`src/rtl/trap_csr.sv`:
```
// trap_csr: machine-mode trap CSR file (mstatus/mie/mtvec/mscratch/mepc/mcause/mip,
// optional mtval under `TRAP_CSR_MTVAL_EN`).
// Ports: CLK/RST (async, active-high) and MEM_WAIT stall.
// IRQ_EXT/IRQ_TIMER/IRQ_SOFT interrupt lines.
// CSR_* registered read/write port.
// TRAP_* commit and MRET inputs.
// MRET_PC, TRAP_VEC_*, INT_* trap-unit outputs.
module trap_csr #(
    parameter int unsigned HOLD_CYCLES = 2,
    parameter logic [31:0] MTVEC_RST   = 32'h0
) (
    input  logic        CLK,
    input  logic        RST,
    input  logic        MEM_WAIT,
    input  logic        IRQ_EXT,
    input  logic        IRQ_TIMER,
    input  logic        IRQ_SOFT,
    input  logic        CSR_RDEN,
    input  logic        CSR_WREN,
    input  logic [11:0] CSR_ADDR,
    input  logic [31:0] CSR_WDATA,
    output logic [31:0] CSR_RDATA,
    output logic        CSR_RVALID,
    input  logic        TRAP_EN,
    input  logic        TRAP_IS_INT,
    input  logic [31:0] TRAP_PC,
    input  logic [31:0] TRAP_CODE,
    input  logic [31:0] TRAP_VAL,
    input  logic        MRET,
    output logic [31:0] MRET_PC,
    output logic [1:0]  TRAP_VEC_MODE,
    output logic [31:0] TRAP_VEC_BASE,
    output logic        INT_ALLOW,
    output logic        INT_EN,
    output logic [3:0]  INT_CODE
);

    localparam int CW = (HOLD_CYCLES > 1) ? $clog2(HOLD_CYCLES) : 1;

    typedef enum logic {S_RUN, S_HOLD} state_t;

    state_t        state_q, state_d;
    logic [CW-1:0] cnt_q, cnt_d;
    logic          mie_bit_q, mie_bit_d;
    logic          mpie_q, mpie_d;
    logic [31:0]   mie_q, mie_d;
    logic [31:0]   mtvec_q, mtvec_d;
    logic [31:0]   mscratch_q, mscratch_d;
    logic [31:0]   mepc_q, mepc_d;
    logic [31:0]   mcause_q, mcause_d;
    logic [1:0]    sync_q, sync_d;
    logic [31:0]   rdata_q, rdata_d;
    logic          rvalid_q, rvalid_d;
`ifdef TRAP_CSR_MTVAL_EN
    logic [31:0]   mtval_q, mtval_d;
`endif

    logic [31:0] mstatus_rd, mip, pend;
    logic        trap_go, mret_go, csr_we;

    assign mstatus_rd = {19'b0, 2'b11, 3'b0, mpie_q, 3'b0, mie_bit_q, 3'b0};
    assign mip = {20'b0, sync_q[1], 3'b0, IRQ_TIMER, 3'b0, IRQ_SOFT, 3'b0};
    assign pend = mip & mie_q;

    // Trap beats MRET beats CSR write; losers are dropped entirely.
    assign trap_go = (state_q == S_RUN) && TRAP_EN && !MEM_WAIT;
    assign mret_go = MRET && !MEM_WAIT && !trap_go;
    assign csr_we  = CSR_WREN && !MEM_WAIT && !trap_go && !mret_go;

    assign CSR_RDATA     = rdata_q;
    assign CSR_RVALID    = rvalid_q;
    assign MRET_PC       = mepc_q;
    assign TRAP_VEC_MODE = mtvec_q[1:0];
    assign TRAP_VEC_BASE = {mtvec_q[31:2], 2'b00};
    assign INT_ALLOW     = mie_bit_q && (state_q == S_RUN);
    assign INT_EN        = |pend;

    // Priority MEI > MSI > MTI.
    always_comb begin
        INT_CODE = 4'd0;
        if (pend[11])     INT_CODE = 4'd11;
        else if (pend[3]) INT_CODE = 4'd3;
        else if (pend[7]) INT_CODE = 4'd7;
    end

    // Read mux sees pre-write register values, so read+write returns old data.
    always_comb begin
        rdata_d  = 32'h0;
        rvalid_d = 1'b0;
        if (CSR_RDEN) begin
            rvalid_d = 1'b1;
            case (CSR_ADDR)
                12'h300: rdata_d = mstatus_rd;
                12'h304: rdata_d = mie_q;
                12'h305: rdata_d = mtvec_q;
                12'h340: rdata_d = mscratch_q;
                12'h341: rdata_d = mepc_q;
                12'h342: rdata_d = mcause_q;
                12'h344: rdata_d = mip;
`ifdef TRAP_CSR_MTVAL_EN
                12'h343: rdata_d = mtval_q;
`endif
                default: rvalid_d = 1'b0;
            endcase
        end
    end

    always_comb begin
        state_d    = state_q;
        cnt_d      = cnt_q;
        mie_bit_d  = mie_bit_q;
        mpie_d     = mpie_q;
        mie_d      = mie_q;
        mtvec_d    = mtvec_q;
        mscratch_d = mscratch_q;
        mepc_d     = mepc_q;
        mcause_d   = mcause_q;
        sync_d     = {sync_q[0], IRQ_EXT};
`ifdef TRAP_CSR_MTVAL_EN
        mtval_d    = mtval_q;
`endif
        if (state_q == S_HOLD) begin
            if (cnt_q == '0) state_d = S_RUN;
            else             cnt_d   = cnt_q - 1'b1;
        end
        if (trap_go) begin
            state_d   = S_HOLD;
            cnt_d     = CW'(HOLD_CYCLES - 1);
            mepc_d    = TRAP_PC & ~32'h3;
            mcause_d  = {TRAP_IS_INT, 27'b0, TRAP_CODE[3:0]};
            mpie_d    = mie_bit_q;
            mie_bit_d = 1'b0;
`ifdef TRAP_CSR_MTVAL_EN
            mtval_d   = TRAP_IS_INT ? 32'h0 : TRAP_VAL;
`endif
        end else if (mret_go) begin
            mie_bit_d = mpie_q;
            mpie_d    = 1'b1;
        end else if (csr_we) begin
            case (CSR_ADDR)
                12'h300: begin
                    mie_bit_d = CSR_WDATA[3];
                    mpie_d    = CSR_WDATA[7];
                end
                12'h304: mie_d      = CSR_WDATA & 32'h0000_0888;
                12'h305: mtvec_d    = CSR_WDATA & 32'hFFFF_FFFD;
                12'h340: mscratch_d = CSR_WDATA;
                12'h341: mepc_d     = CSR_WDATA & ~32'h3;
                12'h342: mcause_d   = CSR_WDATA & 32'h8000_000F;
`ifdef TRAP_CSR_MTVAL_EN
                12'h343: mtval_d    = CSR_WDATA;
`endif
                default: ;
            endcase
        end
    end

`ifndef TRAP_CSR_MTVAL_EN
    logic unused_trap_val;
    assign unused_trap_val = ^TRAP_VAL;
`endif
    logic unused_code;
    assign unused_code = ^TRAP_CODE[31:4];

    always_ff @(posedge CLK or posedge RST) begin
        if (RST) begin
            state_q    <= S_RUN;
            cnt_q      <= '0;
            mie_bit_q  <= 1'b0;
            mpie_q     <= 1'b0;
            mie_q      <= 32'h0;
            mtvec_q    <= MTVEC_RST;
            mscratch_q <= 32'h0;
            mepc_q     <= 32'h0;
            mcause_q   <= 32'h0;
            sync_q     <= 2'b00;
            rdata_q    <= 32'h0;
            rvalid_q   <= 1'b0;
`ifdef TRAP_CSR_MTVAL_EN
            mtval_q    <= 32'h0;
`endif
        end else begin
            state_q    <= state_d;
            cnt_q      <= cnt_d;
            mie_bit_q  <= mie_bit_d;
            mpie_q     <= mpie_d;
            mie_q      <= mie_d;
            mtvec_q    <= mtvec_d;
            mscratch_q <= mscratch_d;
            mepc_q     <= mepc_d;
            mcause_q   <= mcause_d;
            sync_q     <= sync_d;
            rdata_q    <= rdata_d;
            rvalid_q   <= rvalid_d;
`ifdef TRAP_CSR_MTVAL_EN
            mtval_q    <= mtval_d;
`endif
        end
    end

endmodule
```
`config.mk`:
```
export PLATFORM = sky130hd
export DESIGN_NAME = trap_csr
export DESIGN_NICKNAME = d
export VERILOG_FILES = /design/src/rtl/trap_csr.sv
export SDC_FILE = /design/constraint.sdc
export NUM_CORES = 1
export LEC_CHECK = 0
export CORE_MARGIN = 8
export CORE_UTILIZATION = 40
export CTS_CLUSTER_SIZE = 25
export DETAILED_ROUTE_END_ITERATION = 10
export GPL_ROUTABILITY_DRIVEN = 0
export PLACE_DENSITY = 0.78
export SYNTH_ARGS = -nofsm -noshare
export SYNTH_HDL_FRONTEND = slang
export SYNTH_SLANG_ARGS = --single-unit
export TNS_END_PERCENT = 100
```
`constraint.sdc`:
```
create_clock -name CLK -period 5 [get_ports CLK]
set_input_delay 1 -clock CLK [delete_from_list [all_inputs] [get_ports CLK]]
set_output_delay 1 -clock CLK [all_outputs]
set_load 0.05 [all_outputs]
```
==> results.cfg <==
[clocking]
cts_tree = yes
cts.htree.levels = 4
cts.repair.resized = 0
ctsHoldBuffers = 0
clk_path_buf_depth = 2
clk_pin_slew_worst_paths_ns = 0.06
postCtsSetupBuffers = 0
cts_buffers = 17
clock-sinks = 140
clkLatencyLatePin_ns = 0.42
cts_root_buffer = clkbuf_16

[final_layout]
syn_to_final_growth_pct = 39.6
drive_gt1_share_pct = 16.7
fill_cells = 1319
layout_common_cells = clkdlybuf4s50_1, dfrtp_1, mux2_2, nor2_1, a31oi_1
nNetsFinal = 900
multi_input_area_um2 = 2680
final_cells = 976
final_common_cell = clkdlybuf4s50_1
diodes = 0
final_core_util_pct = 57.1
seqCellArea_um2 = 3500
final_cell_area_um2 = 9030

[global_routing]
gr-total-overflow = 0
antenna_found_initial = 1
grt.total_usage_pct = 20.3
gr-max-usage-layer = met2
grt_pass1_wl_um = 31800
grtUsageMet1_pct = 25.2
grt_util_met2_pct = 32.0
met3_usage_pct = 6.61
grt_pass1_vias = 5518
grt_max_degree = 92

[synth]
syn_inst = 574
synth_edf_count = 0
yosys_register_bits = 140
synthFlopType = dfrtp_1
async_flop_share_pct = 100
synth_area_leaders = dfrtp_1, mux2_2, a31oi_1
ys_warn_count = 0
synth.distinct_cells = 51
synth_area_leader_cell = dfrtp_1
synth_area_per_cell_um2 = 11.3
netlist_area_um2 = 6470
seq_area_frac_synth_pct = 54.1
synth_top_area_share_pct = 54.1

[worst_setup_path]
rr_worst_depth = 4
required_ns = 4.00
crit_path_end_kind = primary output
startpoint_type = input pin
path_max_fanout = 3
arrival_ns = 2.58
crit_type = input pin to primary output

[sta]
fin_worst_skew_ns = 0.00800
fin_crit_ns = 3.58
relSlewSlack_pct = 30.4
holdWs_ns = 0.349
rsz0062_at_grt = no
hold_viol_final = 0
min_period_over_period_pct = 71.5
setup_viol = 0
setup_tns_ns = 0
tightest_slew_ns = 1.04
max_freq_mhz = 280
setup_ws_ns = 1.42
finalMaxSlewViolations = 0

[detailed_routing]
wl_um = 20500
wire_per_inst_um = 21.0
route.detailed.drc = 0
drt-pass1-iter-count = 7
ant_nets = 0
via_count = 5443
vias_per_cell = 5.58
drtIter0Drc = 442

[placed_design]
io_buffers = 188
dp_slack_ns = 1.13
place_inst = 946
place_area_um2 = 8470
place_hpwl_um = 13400

[min_path]
holdCritPathClass = flop to flop
holdPathStages = 0

[floorplanning]
start_util_pct = 40.9
die_w_um = 143
rows = 46
fp.dieH_um = 143
num_io_pins = 256
dieArea_um2 = 20500
coreArea_um2 = 15800

[pwr]
powerDensity_nw_per_um2 = 347
fin_total_pwr_mw = 3.13
vdd_drop_max_v = 0.000230
power.leakage_nw = 3.71

[flow_run]
drv_cap = 0

[status]
status = finished clean
## final timing paths
kind                            startpoint     endpoint  slack (ns)
max in group asynchronous              RST   mtvec_q[3]        2.99
min in group asynchronous              RST  mtvec_q[16]        1.12
worst min-delay path             sync_q[0]    sync_q[1]        0.35
worst min register to register   sync_q[0]    sync_q[1]        0.35
worst max register to register     state_q  MRET_PC[11]        2.89
worst max-delay path             IRQ_TIMER  INT_CODE[0]        1.42
## synth_stat cells (2+ instances only)
master / instances
nand2b_1: 3
a21o_1: 3
mux2_2: 58
nand2_1: 26
mux2_1: 11
clkbuf_1: 24
nand4_1: 10
or3_1: 5
and3_1: 2
a31oi_1: 39
a22oi_1: 10
buf_2: 5
nor2_1: 56
a21oi_1: 19
nor4b_1: 2
mux2i_1: 6
o21ai_0: 36
buf_6: 6
nor3_1: 2
dfrtp_1: 140
a211oi_1: 2
a222oi_1: 11
buf_4: 15
a21oi_2: 4
nor2b_1: 4
and2_1: 2
inv_1: 7
nand3_1: 34
o211ai_1: 2
nor3b_1: 2
a22oi_2: 5
nor4_4: 4
## kinds of logic after synthesis
logic type	after synthesis	synth area share, %
mux	75	12.9
simple gates	163	13.8
other cells	1	0.0579
buf+inv	58	5.03
flops	140	54.1
compound gates	137	14.0
## layout make-up
| cell class | count | share of cell area, % |
|---|---|---|
| Clock buffer | 20 | 5.17 |
| Clock inverter | 10 | 1.02 |
| Inverter | 7 | 0.346 |
| Multi-Input combinational cell | 380 | 29.6 |
| Sequential cell | 140 | 38.8 |
| Tap cell | 216 | 2.99 |
| Timing Repair Buffer | 203 | 22.1 |
## critical path, cell delays in order
cell and delay [ns]:
clkdlybuf4s50_1 0.45, a221o_1 0.40, clkdlybuf4s50_1 0.72
## registers in the layout, indices dropped and copies added, names as in the netlist
name,flops
mtvec_q,31
sync_q,2
CSR_RDATA,32
MRET_PC,30
state_q,1
cnt_q,1
CSR_RVALID,1
mscratch_q,32
mie_q,3
mpie_q,1
mcause_q,5
mie_bit_q,1
## power breakdown
group / internal (mW) / leakage, nW / switching (mW)
Clock: 0.716 / 0.266 / 0.482
Combinational: 0.235 / 1.61 / 0.413
Sequential: 1.22 / 1.84 / 0.0688
## routing by layer
layer	wire (µm)	part of all wire [%]	up-vias
met5	13	0.064	-
li1	-	-	2449
met4	508	2.5	2
met3	1770	8.6	36
met2	9860	48	243
met1	8310	41	2713
Note: power is estimated with default switching activity, not from simulation.
